$ cat config.mk
export PLATFORM = sky130hd
export DESIGN_NAME = fir_ctrl
export DESIGN_NICKNAME = d
export VERILOG_FILES = /design/src/rtl/fir_ctrl.sv
export SDC_FILE = /design/constraint.sdc
export NUM_CORES = 1
export LEC_CHECK = 0
export ABC_AREA = 1
export CAP_MARGIN = 20
export CORE_ASPECT_RATIO = 2
export CORE_MARGIN = 2
export CORE_UTILIZATION = 47
export CTS_CLUSTER_SIZE = 14
export DETAILED_ROUTE_END_ITERATION = 12
export PLACE_DENSITY = 0.81
export SETUP_SLACK_MARGIN = 0.5
export SYNTH_ARGS = -nofsm -noshare
export SYNTH_HDL_FRONTEND = slang
export SYNTH_SLANG_ARGS = --single-unit
$ cat constraint.sdc
create_clock -name clk -period 2.1 [get_ports clk]
set_input_delay 0.42 -clock clk [delete_from_list [all_inputs] [get_ports clk]]
set_output_delay 0.42 -clock clk [all_outputs]
set_load 0.1 [all_outputs]
$ cat src/rtl/fir_ctrl.sv
// fir_ctrl: sample-rate controller issuing FIR passes, LMS weight updates, result buffering and weight scan-out.
module fir_ctrl #(
  parameter int TAPS      = 256,
  parameter int MU_SHIFT  = 4,
  parameter int SCAN_BITS = 26,
  parameter int TIMEOUT   = TAPS + 16
) (
  input  logic        clk,
  input  logic        rst_n,
  input  logic        in_valid,
  output logic        in_ready,
  input  logic [15:0] in_x,
  input  logic [15:0] in_a,
  input  logic        adapt_en,
  output logic        res_valid,
  input  logic        res_ready,
  output logic [15:0] res_data,
  output logic        fir_go,
  output logic [15:0] fir_x_in,
  output logic [15:0] fir_a_in,
  output logic [15:0] fir_weight_adjust,
  input  logic        fir_done,
  input  logic [15:0] fir_out_sample,
  input  logic        scan_req,
  output logic        scan_en,
  output logic        busy,
  output logic        timeout_err,
  output logic        overflow_err,
  input  logic        err_clr
);
  localparam int SCAN_LEN = TAPS * SCAN_BITS;
  localparam int CW = $clog2((SCAN_LEN > TIMEOUT ? SCAN_LEN : TIMEOUT) + 1);
  typedef enum logic [1:0] {IDLE, START, BUSY, SCAN} state_t;
  state_t state;
  logic [CW-1:0] cnt;
  logic live;
  logic signed [15:0] prev_err, shifted;
  logic signed [16:0] neg;
  logic [15:0] wadj;
  logic done_hit, to_hit;
  assign shifted = prev_err >>> MU_SHIFT;
  assign neg = -{shifted[15], shifted};
  // only -(-32768) leaves the 16-bit range, clamp it to +32767
  assign wadj = (neg[16] != neg[15]) ? {neg[16], {15{~neg[16]}}} : neg[15:0];
  assign in_ready = live && state == IDLE && !scan_req;
  assign fir_go = state == START;
  assign scan_en = state == SCAN;
  assign busy = state != IDLE;
  assign done_hit = state == BUSY && fir_done;
  assign to_hit = state == BUSY && !fir_done && cnt == CW'(TIMEOUT - 1);
  always_ff @(posedge clk or negedge rst_n) begin
    if (!rst_n) begin
      state <= IDLE;
      cnt <= '0;
      live <= 1'b0;
      prev_err <= '0;
      fir_x_in <= '0;
      fir_a_in <= '0;
      fir_weight_adjust <= '0;
      res_data <= '0;
      res_valid <= 1'b0;
      timeout_err <= 1'b0;
      overflow_err <= 1'b0;
    end else begin
      live <= 1'b1;
      case (state)
        IDLE: begin
          if (scan_req) begin
            state <= SCAN;
            cnt <= '0;
          end else if (in_valid && in_ready) begin
            fir_x_in <= in_x;
            fir_a_in <= in_a;
            fir_weight_adjust <= adapt_en ? wadj : 16'h0;
            state <= START;
          end
        end
        START: begin
          state <= BUSY;
          cnt <= '0;
        end
        BUSY: begin
          if (fir_done || to_hit) state <= IDLE;
          else cnt <= cnt + 1'b1;
        end
        SCAN: begin
          if (cnt == CW'(SCAN_LEN - 1)) state <= IDLE;
          else cnt <= cnt + 1'b1;
        end
        default: state <= IDLE;
      endcase
      if (done_hit) begin
        res_data <= fir_out_sample;
        prev_err <= fir_out_sample;
      end
      res_valid <= done_hit | (res_valid & ~res_ready);
      overflow_err <= (done_hit & res_valid & ~res_ready) | (overflow_err & ~err_clr);
      timeout_err <= to_hit | (timeout_err & ~err_clr);
    end
  end
endmodule

# After elaboration in Yosys (flattened, before gate mapping)
# Index checks and enable logic that the tools add are counted.
[totals]
out_inout_bits = 71
reg_bits = 83
wordCells = 61
input_bits = 56
[classes]
addsub = 2
reduce_logical = 14
bitwise = 12
muxes = 11
eq_ne = 12
[ops]
columns = ["operator", "count"]
rows = [
  ["$pmux W13 S4", 1],
  ["$mux W13", 3],
  ["$mux W16", 2],
  ["$neg A17 Y17", 1],
  ["$add A13 B1 Y13 const B", 1],
  ["$eq A13 B13 Y1 const B", 1],
  ["$eq A13 B9 Y1 const B", 1],
  ["$reduce_and A3 Y1", 3],
  ["$mux W2", 4],
  ["$pmux W2 S4", 1],
  ["$logic_and A1 B1 Y1", 6],
  ["$ne A2 B2 Y1 const B", 3],
  ["$and A1 B1 Y1", 5],
  ["$eq A2 B2 Y1 const B", 2],
  ["$ne A2 B1 Y1 const B", 2],
  ["$not A1 Y1", 4],
  ["$ne A3 B2 Y1 const B", 1],
  ["$or A1 B1 Y1", 3],
  ["$eq A2 B1 Y1 const B", 1],
  ["$logic_not A1 Y1", 2],
  ["$logic_not A2 Y1", 1],
  ["$reduce_bool A2 Y1", 1],
  ["$logic_or A1 B1 Y1", 1],
  ["$ne A1 B1 Y1", 1],
]

# Depth between registers and ports, before layout
# Gate-level depths: netlist of run 1.
[logic_depth]
ltp_word = 7
ltp_mapped = 10
depth_no_buf = 10

# Worst setup path before layout of run 1
# Ideal clock, no wire load.
[synth_timing]
kind = "register to register"
startpoint = "register prev_err[4]"
endpoint = "register fir_weight_adjust[10]"
synth_period_minus_slack_ns = 2.225
setup_ns = 0.120
n_path_buf = 1
t_required_ns = 1.980
t_arrival_ns = 2.106
path_stages_with_launch = 11
setup_slack_ns = -0.125
path_cell_list = "dfrtp_1 -> inv_1 -> ha_1 -> nand2_2 -> nor2_4 -> nand3_1 -> nand2_2 -> and2_1 -> buf_6 -> nand2_1 -> nand2_1"
[synth_between]
elab_chain_len = 4
elab_cells_between_ends = 5
classes_between = "add/sub: 1; eq/ne: 1; mux: 2; bitwise: 1"
[synth_rtl]
columns = ["element", "line", "rtl"]
rows = [
  ["start: declaration", "37", "logic signed [15:0] prev_err, shifted;"],
  ["start signal: assignment", "94", "prev_err <= fir_out_sample;"],
  ["$neg A17 Y17 *", "42", "assign neg = -{shifted[15], shifted};"],
  ["$ne A1 B1 Y1 or $not A1 Y1 (tied branches)", "44", "assign wadj = (neg[16] != neg[15]) ? {neg[16], {15{~neg[16]}}} : neg[15:0];"],
  ["$mux W16 *", "44", ""],
  ["$mux W16 *", "74", "fir_weight_adjust <= adapt_en ? wadj : 16'h0;"],
  ["end signal: assignment", "74", ""],
  ["end: declaration", "21", "output logic [15:0] fir_weight_adjust,"],
]
# Mark *: on every way between the ends. The rest lies on a longest branch, timed or not.
# A chain may end at the register's enable or synchronous reset.

# Worst setup path after layout of run 1
[layout_timing]
startpoint = "register state[0]"
endpoint = "output port in_ready"
[layout_between]
elab_chain_len = 3
[layout_rtl]
columns = ["element", "line", "rtl"]
rows = [
  ["start: declaration", "34", "state_t state;"],
  ["start signal: assignment", "53", "state <= IDLE;"],
  ["start signal: assignment", "69", "state <= SCAN;"],
  ["start signal: assignment", "75", "state <= START;"],
  ["$logic_not A2 Y1", "45", "assign in_ready = live && state == IDLE && !scan_req;"],
  ["$logic_and A1 B1 Y1 (2 in a row)", "45", ""],
  ["end: declaration", "11", "output logic in_ready,"],
]
# No other way between the ends.

==> results.rst, run 1 <==
.. list-table::
   :header-rows: 1

   * - Metric
     - Value
   * - Final count of negative-setup-slack endpoints
     - 0
   * - Cell leakage power
     - 0.003124 uW
   * - Launch point of the worst reg-to-reg path
     - prev_err[5]
   * - DRT antenna net count
     - 0
   * - Number of distinct standard cells referenced by the synthesized netlist
     - 35
   * - Overall via count from detail_route
     - 4015
   * - Reg2reg setup slack
     - 450 ps
   * - Endpoint of the lowest-slack register-to-register path
     - fir_weight_adjust[10]
   * - Peak clock frequency supported by timing
     - 0.5876 GHz
   * - Max incr delay on CP
     - 410 ps
   * - Final #Nets
     - 708
   * - Slowest stage cell on the critical path
     - sky130_fd_sc_hd__dfrtp_1
   * - Average detailed-routed wire length per instance
     - 15.74 um
   * - Final worst clock skew
     - 6.704 ps
   * - Unrepaired setup endpoints after global routing
     - yes
   * - Final slew viol count
     - 0
   * - Library cell occupying the most area in the post-synthesis netlist
     - sky130_fd_sc_hd__dfrtp_1
   * - IO Count
     - 127
   * - Fraction of final layout cells sized beyond drive strength 1
     - 0.2962
   * - Wire length of the first global-routing pass
     - 17990 um
   * - Number of sinks driven by the clock tree
     - 83
   * - Main synth FF type
     - sky130_fd_sc_hd__dfrtp_1
   * - Worst path top cell family by delay
     - flip-flops
   * - TNS Setup
     - 0 ps
   * - Count of synthesis-stage warnings from yosys
     - 0
   * - Maximum Capacitance Violations
     - 0
   * - Most area-consuming cells after synthesis
     - sky130_fd_sc_hd__dfrtp_1 52%, sky130_fd_sc_hd__nand2_1 19%, sky130_fd_sc_hd__nor2_1 4.3%
   * - Tightest hold margin
     - 2.690 ps
   * - CTS tree
     - yes
   * - Launch point of the critical path
     - state[0]
   * - Average size of a mapped cell
     - 8.102 um^2
   * - Cell-by-cell listing of the critical path
     - inv_2 > nand3b_4 > nor2_4 > buf_12
   * - Post-synthesis instance total
     - 494
   * - Dpl hpwl
     - 8227 um
   * - Pin count of the biggest net entering global routing
     - 34
   * - Std cell rows
     - 47
   * - Worst voltage drop across the vdd grid
     - 0.0003892 V
   * - GRT Total Usage
     - 0.2451
   * - Width of the die
     - 69.26 um
   * - Number of clock buffers inserted by TritonCTS
     - 9
   * - Number of global-route vias before repair
     - 3879
   * - Overall die height
     - 134.5 um
   * - Number of H-tree levels
     - 3
   * - Power density relative to cell area
     - 562.6 mW/mm^2
   * - GRT overflow
     - 0
   * - Register clock-pin slew on the reported worst setup and hold paths
     - 60 ps
   * - Status
     - complete, no violations
   * - Number of enable flip-flop cells after synthesis
     - 0
   * - Hold violation total from the final report
     - 0
   * - Synth top area share
     - 0.5189
   * - Number of nets in the synthesized netlist
     - 552
   * - Yosys reg bits
     - 83
   * - Required time at the endpoint of the critical path
     - 1680 ps
   * - Insertion delay of the later-clocked pin in the worst-skew pair
     - 340 ps
   * - Number of diodes added for antenna fixing
     - 0
   * - Clock Tree Buf Depth
     - 2
   * - Core occupancy in the finished layout
     - 0.7163
   * - Worst setup SP type
     - flop
   * - Maximum net fanout on the critical path
     - 3
   * - Cts hold-fix bufs
     - 0
   * - Period Utilization, post-route
     - 0.8104
   * - Most common library cells after synthesis
     - 206 x sky130_fd_sc_hd__nand2_1, 83 x sky130_fd_sc_hd__dfrtp_1, 46 x sky130_fd_sc_hd__nor2_1
   * - Starting DRT DRC Count
     - 327
   * - Detailed-router iteration count before antenna repair
     - 5
   * - Combined area of all synthesized cells
     - 0.004003 mm^2
   * - Remaining design rule violation count
     - 0
   * - Sort of element at the end of the critical path
     - output port
   * - Clock root cell
     - sky130_fd_sc_hd__clkbuf_16
   * - Register area share after synthesis
     - 0.5189
   * - Min-Delay Path Class
     - input pin to asynchronous set/reset pin
   * - Data arrival at the endpoint of the critical path
     - 1280 ps
   * - Number of antenna violations at the first check in global routing
     - 0
   * - Most numerous cell in the Yosys netlist
     - sky130_fd_sc_hd__nand2_1
   * - Clock period minus worst slack
     - 1702 ps
   * - R2R depth
     - 9
   * - Layout overhead on the synthesized area
     - 48.39%
   * - Routed vias/inst
     - 5.332
   * - Critical path type
     - flop to output port
   * - Last weighted congestion value of the routability-driven placer
     - 0.9103
   * - Core region area
     - 0.008292 mm^2
   * - Critical path buffer and inverter count
     - 2
   * - Routed Wire Length
     - 11860 um
   * - Ys async rst share
     - 1.000
   * - Starting utilization of the core area
     - 0.4827
   * - Number of buffer cells added on primary ports
     - 126
   * - Die Area
     - 0.009315 mm^2
-- registers in the layout, indices dropped and copies added, names as in the netlist --
signal,flops
cnt,13
fir_x_in,16
live,1
overflow_err,1
fir_a_in,16
state,2
fir_weight_adjust,16
timeout_err,1
prev_err,16
res_valid,1
-- cell type report --
class                           count  area (um^2)
Fill cell                         597         2352
Sequential cell                    83         2098
Multi-Input combinational cell    363         1854
Timing Repair Buffer              161         1429
Clock buffer                       10        239.0
Inverter                           32        131.4
Tap cell                           98        122.6
Clock inverter                      6        65.06
-- routing by layer --
metal	vias up	part of all wire	GRT usage
met5	-	0	0
met3	60	0.050	0.03731
met2	178	0.55	0.4482
li1	1879	-	-
met4	0	0.060	0.1699
met1	1898	0.34	0.2509
-- cells by family (layout without fill, tap and decap cells) --
group / Yosys count / after routing / share of synthesized area
AND/OR/NAND/NOR: 323 / 324 / 0.3595
multiplexers: 4 / 4 / 0.01125
flip-flops: 83 / 83 / 0.5189
other: 1 / 1 / 0.0009369
AO/OA/AOI/OAI: 25 / 25 / 0.03376
adder cells (fa/ha/maj): 2 / 2 / 0.006251
buffers and inverters: 49 / 209 / 0.05408
XOR/XNOR: 7 / 7 / 0.01532
-- worst max-delay path by stage --
stage	depth (start not counted)	to
final	4	in_ready
after global routing	4	in_ready
after CTS	4	busy
after detailed placement	7	fir_weight_adjust[11]
after global placement	4	in_ready
after floorplan	9	fir_weight_adjust[10]
-- what timing repair did --
item,CTS,global route
setup endpoints to repair,45,37
pin swaps,7,10
gates resized for setup,10,30
hold endpoints to repair,0,0
setup buffers,9,16
cloned,1,0
-- power by group --
| part | switching [uW] | total (uW) | internal [uW] |
|---|---|---|---|
| clock | 640 | 1590 | 950 |
| sequential | 0.354 | 1600 | 1600 |
| combinational | 56.9 | 151 | 94.6 |
| total | 697 | 3340 | 2640 |
-- metrics by stage --
stage	area (um^2)	power (uW)	setup slack, ps	std cells
6_report	5939	3342	398.2	753
5_1_grt	5939	3447	374.4	753
4_1_cts	5714	3373	385.5	737
3_5_place_dp	5296	1781	241.8	711
3_3_place_gp	5296	1780	267.8	711
2_1_floorplan	4054	1635	265.0	494
-- cell usage in the layout, fill, tap and decap left out, drive strengths merged, types with 2 or more instances in the layout --
cell type,n
nand2,214
clkinvlp,5
inv,31
nor2,56
nand4,18
dfrtp,83
clkbuf,10
o22ai,2
o21bai,2
a21oi,13
clkdlybuf4s50,53
o21ai,7
nand3b,3
ha,2
xor2,6
buf,107
mux2,4
nand3,30
(Power assumes the default switching activity.)
==> run 2: changes to the inputs <==
--- a/config.mk
+++ b/config.mk
@@ -9,10 +9,10 @@
 export CAP_MARGIN = 20
 export CORE_ASPECT_RATIO = 2
 export CORE_MARGIN = 2
-export CORE_UTILIZATION = 47
+export CORE_UTILIZATION = 42
 export CTS_CLUSTER_SIZE = 14
 export DETAILED_ROUTE_END_ITERATION = 12
-export PLACE_DENSITY = 0.81
+export PLACE_DENSITY = 0.76
 export SETUP_SLACK_MARGIN = 0.5
 export SYNTH_ARGS = -nofsm -noshare
 export SYNTH_HDL_FRONTEND = slang
==> constraint.sdc (replaced) <==
create_clock -name clk -period 1.4 [get_ports clk]
set_input_delay 0.28 -clock clk [delete_from_list [all_inputs] [get_ports clk]]
set_output_delay 0.28 -clock clk [all_outputs]
set_load 0.1 [all_outputs]
==> results.rst, run 2 (synthesis gave the netlist of run 1 again) <==
.. list-table::
   :header-rows: 1

   * - Metric
     - Value
   * - Pin count of the biggest net entering global routing
     - 41 (+21%)
   * - Number of global-route vias before repair
     - 4710 (+21%)
   * - Period Utilization, post-route
     - 1.175
   * - DRT antenna net count
     - 0 (unchanged)
   * - Maximum net fanout on the critical path
     - 2 (-1)
   * - Die Area
     - 0.01037 mm^2 (+11%)
   * - GRT Total Usage
     - 0.2993 (+0.05412)
   * - Number of antenna violations at the first check in global routing
     - 0 (unchanged)
   * - Launch point of the critical path
     - state[1]
   * - Std cell rows
     - 50 (+6.4%)
   * - Number of sinks driven by the clock tree
     - 83 (unchanged)
   * - Dpl hpwl
     - 9215 um (+12%)
   * - Overall die height
     - 142.1 um (+5.6%)
   * - Peak clock frequency supported by timing
     - 0.6077 GHz
   * - Most frequent cells in the layout
     - 191 x sky130_fd_sc_hd__nand2_1, 81 x sky130_fd_sc_hd__buf_12, 65 x sky130_fd_sc_hd__buf_4, 62 x sky130_fd_sc_hd__dfrtp_4, 54 x sky130_fd_sc_hd__clkdlybuf4s50_1
   * - Core region area
     - 0.009321 mm^2 (+12%)
   * - Average detailed-routed wire length per instance
     - 20.48 um (+30%)
   * - Most common cell after layout, fill and taps aside
     - sky130_fd_sc_hd__nand2_1
   * - Maximum Capacitance Violations
     - 0 (unchanged)
   * - Status
     - finished, violations left
   * - Final Worst Setup Slack
     - -245.4 ps (-643.6 ps)
   * - Starting utilization of the core area
     - 0.4294 (-0.05333)
   * - Min-Delay Path Class
     - input pin to asynchronous set/reset pin
   * - Last weighted congestion value of the routability-driven placer
     - 0.8858 (-2.7%)
   * - Number of H-tree levels
     - 3 (unchanged)
   * - Final #Nets
     - 779 (+10%)
   * - CTS tree
     - yes
   * - Power density relative to cell area
     - 605.9 mW/mm^2 (+7.7%)
   * - Number of diodes added for antenna fixing
     - 0 (unchanged)
   * - Launch point of the worst reg-to-reg path
     - prev_err[14]
   * - Critical path type
     - flop to output port
   * - Post-Place Worst Slack
     - -260.5 ps (-502.3 ps)
   * - Overall via count from detail_route
     - 4548 (+13%)
   * - Routed vias/inst
     - 5.480 (+2.8%)
   * - Insertion delay of the later-clocked pin in the worst-skew pair
     - 340 ps (about the same)
   * - Hold violation total from the final report
     - 20 (+20)
   * - Count of placed standard cells including taps
     - 765 (+7.6%)
   * - Required time at the endpoint of the critical path
     - 1120 ps (-560 ps)
   * - Data arrival at the endpoint of the critical path
     - 1370 ps (+90 ps)
   * - Width of the die
     - 73.03 um (+5.5%)
   * - Number of filler instances in the final layout
     - 385 (-36%)
   * - Cell leakage power
     - 0.003791 uW (+21%)
   * - Fraction of final layout cells sized beyond drive strength 1
     - 0.4931 (+0.1969)
   * - Clock root cell
     - sky130_fd_sc_hd__clkbuf_16
   * - GRT overflow
     - 0 (unchanged)
   * - Detailed-router iteration count before antenna repair
     - 5 (unchanged)
   * - Unrepaired setup endpoints after global routing
     - yes
   * - Final slew viol count
     - 0 (unchanged)
   * - Worst setup SP type
     - flop
   * - Count of placed standard cells in the final layout, fillers left out
     - 830 (+10%)
   * - Layout overhead on the synthesized area
     - 103.4%
   * - Tightest hold margin
     - -169.8 ps (-172.5 ps)
   * - Violations in the final reports
     - hold timing, setup timing
   * - Starting DRT DRC Count
     - 365 (+12%)
   * - Sort of element at the end of the critical path
     - output port
   * - Routed Wire Length
     - 17000 um (+43%)
   * - Worst voltage drop across the vdd grid
     - 0.0005755 V (+48%)
   * - Clock Tree Buf Depth
     - 2 (unchanged)
   * - Clock period minus worst slack
     - 1645 ps
   * - Register clock-pin slew on the reported worst setup and hold paths
     - 70 ps (about the same)
   * - Final worst clock skew
     - 7.371 ps (+0.6669 ps)
   * - IO Count
     - 127 (unchanged)
   * - Number of clock buffers inserted by TritonCTS
     - 9 (unchanged)
   * - Final count of negative-setup-slack endpoints
     - 94 (+94)
   * - Wire length of the first global-routing pass
     - 23690 um (+32%)
   * - Remaining design rule violation count
     - 0 (unchanged)
   * - Number of buffer cells added on primary ports
     - 126 (unchanged)
run 2: worst paths after layout:
check | cells after the start | end | slack [ps]
setup / recovery | 5 | in_ready | -250
hold / removal | 1 | fir_x_in[8] | -170
setup reg to reg | 8 | fir_weight_adjust[4] | -240
hold reg to reg | 2 | fir_weight_adjust[15] | 560
max in group asynchronous | 2 | fir_a_in[2] | 1020
min in group clk | 3 | fir_x_in[13] | 470
run 2: final cells by class:
| cell class | count | area [um^2] | share of cell area |
|---|---|---|---|
| Clock buffer | 10 | 229.0 | 0.02812 |
| Multi-Input combinational cell | 364 | 2148 | 0.2638 |
| Inverter | 32 | 136.4 | 0.01675 |
| Clock inverter | 6 | 48.80 | 0.005993 |
| Timing Repair Buffer | 231 | 3137 | 0.3852 |
| Tap cell | 104 | 130.1 | 0.01598 |
| Sequential cell | 83 | 2313 | 0.2841 |
run 2: per-layer routing:
| layer | global-route usage | up-vias | share of wire |
|---|---|---|---|
| li1 | - | 2021 | - |
| met1 | 0.3087 | 2178 | 0.32 |
| met2 | 0.5548 | 253 | 0.55 |
| met3 | 0.04816 | 96 | 0.058 |
| met4 | 0.1550 | 0 | 0.064 |
| met5 | 0 | - | 0 |
run 2: through the flow:
stage / TNS (ps) / cell area [um^2] / utilization / total power (uW) / hold WS (ps)
6_report: -13990 / 8143 / 0.8736 / 4934 / -169.8
2_1_floorplan: -19760 / 4289 / - / 2456 / -15.59
3_3_place_gp: -8020 / 6780 / 0.7274 / 2681 / 191.4
5_1_grt: -17890 / 8143 / 0.8736 / 5033 / -150.4
4_1_cts: -6179 / 7759 / 0.8323 / 4917 / -170.2
3_5_place_dp: -12750 / 6780 / 0.7274 / 2684 / 194.0
run 2: worst max-delay path, stage by stage (launching register included):
cell                       delay [ps]
sky130_fd_sc_hd__dfrtp_1          430
sky130_fd_sc_hd__inv_2            110
sky130_fd_sc_hd__nand3b_4         100
sky130_fd_sc_hd__nor2_4           110
sky130_fd_sc_hd__buf_6            110
sky130_fd_sc_hd__buf_12           160
run 2: where the power goes:
| part | leakage (uW) | total, uW | switching (uW) | internal, uW |
|---|---|---|---|---|
| Combinational | 0.00270 | 262 | 111 | 151 |
| Clock | 0.000126 | 2280 | 1060 | 1220 |
| Sequential | 0.000970 | 2400 | 0.643 | 2400 |
| Total | 0.00379 | 4930 | 1170 | 3770 |
run 2: what timing repair did:
action / 4_1_cts / 5_1_grt
buffers inserted: 19 / 20
pin swaps: 18 / 20
endpoints found under the hold margin: 20 / 20
setup endpoints to repair: 153 / 153
resized for setup: 81 / 58
gates cloned: 9 / 1
==> run 3: changes to the inputs <==
--- a/config.mk
+++ b/config.mk
@@ -13,7 +13,9 @@
 export CTS_CLUSTER_SIZE = 14
 export DETAILED_ROUTE_END_ITERATION = 12
 export PLACE_DENSITY = 0.76
+export RECOVER_POWER = 100
 export SETUP_SLACK_MARGIN = 0.5
+export SKIP_CTS_REPAIR_TIMING = 1
 export SYNTH_ARGS = -nofsm -noshare
 export SYNTH_HDL_FRONTEND = slang
 export SYNTH_SLANG_ARGS = --single-unit
==> results.rst, run 3 (synthesis gave the netlist of run 1 again) <==
.. list-table::
   :header-rows: 1

   * - Metric
     - Value
   * - Final Worst Setup Slack
     - -299.8 ps (-54.39 ps)
   * - Number of clock buffers inserted by TritonCTS
     - 9 (unchanged)
   * - Maximum Capacitance Violations
     - 0 (unchanged)
   * - Net switching share of the total power
     - 0.2360 (-0.0007165)
   * - Slowest stage cell on the critical path
     - sky130_fd_sc_hd__dfrtp_4
   * - Wire length of the first global-routing pass
     - 19710 um (-17%)
   * - Die Area
     - 0.01037 mm^2 (unchanged)
   * - Number of diodes added for antenna fixing
     - 0 (unchanged)
   * - Worst-case headroom to the max-slew limit
     - 0.1855
   * - Overall via count from detail_route
     - 4428 (-2.6%)
   * - Status
     - finished, violations left
   * - Data arrival at the endpoint of the critical path
     - 1940 ps (+570 ps)
   * - Max incr delay on CP
     - 480 ps (+50 ps)
   * - Tightest hold margin
     - 167.9 ps (+337.8 ps)
   * - Power density relative to cell area
     - 669.3 mW/mm^2 (+10%)
   * - Final #Nets
     - 771 (-1.0%)
   * - Reg2reg setup slack
     - -300 ps (-60 ps)
   * - Min-Delay Path Class
     - input pin to asynchronous set/reset pin
   * - Hold violation total from the final report
     - 0 (-100%)
   * - Most common cell after layout, fill and taps aside
     - sky130_fd_sc_hd__nand2_1
   * - Clock period minus worst slack
     - 1700 ps (+54.39 ps)
   * - Number of buffer cells added on primary ports
     - 126 (unchanged)
   * - Required time at the endpoint of the critical path
     - 1640 ps (+520 ps)
   * - Cell leakage power
     - 0.003506 uW (-7.5%)
   * - Count of placed standard cells including taps
     - 765 (unchanged)
   * - GRT overflow
     - 0 (unchanged)
   * - Worst setup SP type
     - flop
   * - Cell-by-cell listing of the critical path
     - inv_1 > nand2_1 > nor2_1 > nand3_1 > nand3_2 > nand3_1 > nand2_2 > nand2_1
   * - Register clock-pin slew on the reported worst setup and hold paths
     - 70 ps (about the same)
   * - Critical path type
     - flop to flop
   * - Final count of negative-setup-slack endpoints
     - 92 (-2.1%)
   * - Core region area
     - 0.009321 mm^2 (unchanged)
   * - Peak clock frequency supported by timing
     - 0.5883 GHz (-3.2%)
   * - Starting utilization of the core area
     - 0.4294 (unchanged)
   * - Number of H-tree levels
     - 3 (unchanged)
   * - Remaining design rule violation count
     - 0 (unchanged)
   * - Pin count of the biggest net entering global routing
     - 41 (unchanged)
   * - Width of the die
     - 73.03 um (unchanged)
   * - Std cell rows
     - 50 (unchanged)
   * - Starting DRT DRC Count
     - 273 (-25%)
   * - Period Utilization, post-route
     - 1.214 (+0.03885)
   * - Number of global-route vias before repair
     - 4066 (-14%)
   * - Number of antenna violations at the first check in global routing
     - 0 (unchanged)
   * - Launch point of the worst reg-to-reg path
     - prev_err[14]
   * - Clock root cell
     - sky130_fd_sc_hd__clkbuf_16
   * - Dpl hpwl
     - 9215 um (unchanged)
   * - Layout overhead on the synthesized area
     - 83.56%
   * - Final slew viol count
     - 0 (unchanged)
   * - Number of sinks driven by the clock tree
     - 83 (unchanged)
   * - Fraction of final layout cells sized beyond drive strength 1
     - 0.4666 (-0.02654)
   * - CTS tree
     - yes
   * - Worst Max-Slew Pin Slew
     - 1222 ps
   * - Number of filler instances in the final layout
     - 611 (+59%)
   * - Unrepaired setup endpoints after global routing
     - yes
   * - Overall die height
     - 142.1 um (unchanged)
   * - Endpoint of the lowest-slack register-to-register path
     - fir_weight_adjust[6]
   * - Routed vias/inst
     - 5.387 (-1.7%)
   * - GRT Total Usage
     - 0.2446 (-0.05471)
   * - Most frequent cells in the layout
     - 192 x sky130_fd_sc_hd__nand2_1, 67 x sky130_fd_sc_hd__buf_6, 67 x sky130_fd_sc_hd__buf_4, 62 x sky130_fd_sc_hd__dfrtp_4, 54 x sky130_fd_sc_hd__clkdlybuf4s50_1
   * - Detailed-router iteration count before antenna repair
     - 5 (unchanged)
   * - Average detailed-routed wire length per instance
     - 19.29 um (-5.8%)
   * - IO Count
     - 127 (unchanged)
   * - Count of placed standard cells in the final layout, fillers left out
     - 822 (-0.96%)
   * - Sort of element at the end of the critical path
     - flop
   * - Routed Wire Length
     - 15860 um (-6.7%)
   * - Last weighted congestion value of the routability-driven placer
     - 0.8858 (unchanged)
   * - Proportion of power drawn by the clock network
     - 0.463 (+0.002)
   * - Final worst clock skew
     - 6.680 ps (-0.6902 ps)
   * - Net switching power of the design
     - 1160 uW (-0.64%)
   * - Worst voltage drop across the vdd grid
     - 0.0008155 V (+42%)
   * - Violations in the final reports
     - setup timing
   * - Insertion delay of the later-clocked pin in the worst-skew pair
     - 340 ps (about the same)
   * - Register share of total power
     - 0.487 (about the same)
   * - R2R depth
     - 8 (unchanged)
   * - Logic pwr share
     - 0.049 (-0.004)
   * - DRT antenna net count
     - 0 (unchanged)
   * - Internal power
     - 3757 uW (-0.25%)
   * - Clock Tree Buf Depth
     - 2 (unchanged)
   * - Maximum net fanout on the critical path
     - 5 (+3)
## run 3: cell count changes in the layout (fill, tap and decap cells not counted), sizes merged
cell and change:
clkbuf +11, buf -15, bufbuf -4
## run 3: cell type report
cell class | instances | area [um^2] | share of cell area
clock inverters | 6 | 48.80 | 0.006642
clock buffers | 10 | 229.0 | 0.03116
inverters | 32 | 138.9 | 0.01890
multi-input cells | 364 | 2049 | 0.2790
repair buffers | 223 | 2437 | 0.3317
well taps | 104 | 130.1 | 0.01771
flip-flops and latches | 83 | 2313 | 0.3149
## run 3: worst max-delay path by stage
stage               slack [ps]                    end    startpoint
global route              -420   fir_weight_adjust[2]  prev_err[10]
CTS                       -340               in_ready      state[0]
global placement          -190  fir_weight_adjust[10]      scan_req
finish                    -300   fir_weight_adjust[6]  prev_err[14]
detailed placement        -260   fir_weight_adjust[1]      scan_req
floorplan                 -410  fir_weight_adjust[10]      state[1]
## run 3: metal layers
| layer | track usage | part of all wire | vias to the layer above |
|---|---|---|---|
| met5 | 0 | 0 | - |
| met4 | 0.07895 | 0.050 | 0 |
| met3 | 0.04037 | 0.053 | 69 |
| met2 | 0.4552 | 0.55 | 238 |
| met1 | 0.2726 | 0.35 | 2124 |
| li1 | - | - | 1997 |
## run 3: power groups by stage
| stage | Combinational, uW | Clock, uW | Sequential, uW |
|---|---|---|---|
| after global placement | 232 | 0 | 2450 |
| after global routing | 260 | 2390 | 2390 |
| after detailed placement | 235 | 0 | 2450 |
| after CTS | 238 | 2270 | 2400 |
| after floorplan | 6.92 | 0 | 2450 |
| final | 243 | 2280 | 2400 |
## run 3: per-stage QoR
step / worst slack [ps] / util / power, uW / instance area, um^2 / TNS (ps)
6_report: -299.8 / 0.7882 / 4917 / 7347 / -11580
5_1_grt: -422.1 / 0.7882 / 5045 / 7347 / -21670
4_1_cts: -342.5 / 0.7572 / 4910 / 7058 / -3485
3_5_place_dp: -260.5 / 0.7274 / 2684 / 6780 / -12750
3_3_place_gp: -188.0 / 0.7274 / 2681 / 6780 / -8020
2_1_floorplan: -410.2 / - / 2456 / 4289 / -19760
## run 3: critical path, delay by kind of cell, from the launching register on
family        cells  cell delay (ps)
simple gates      7             1020
flops             1              480
buf+inv           1               90
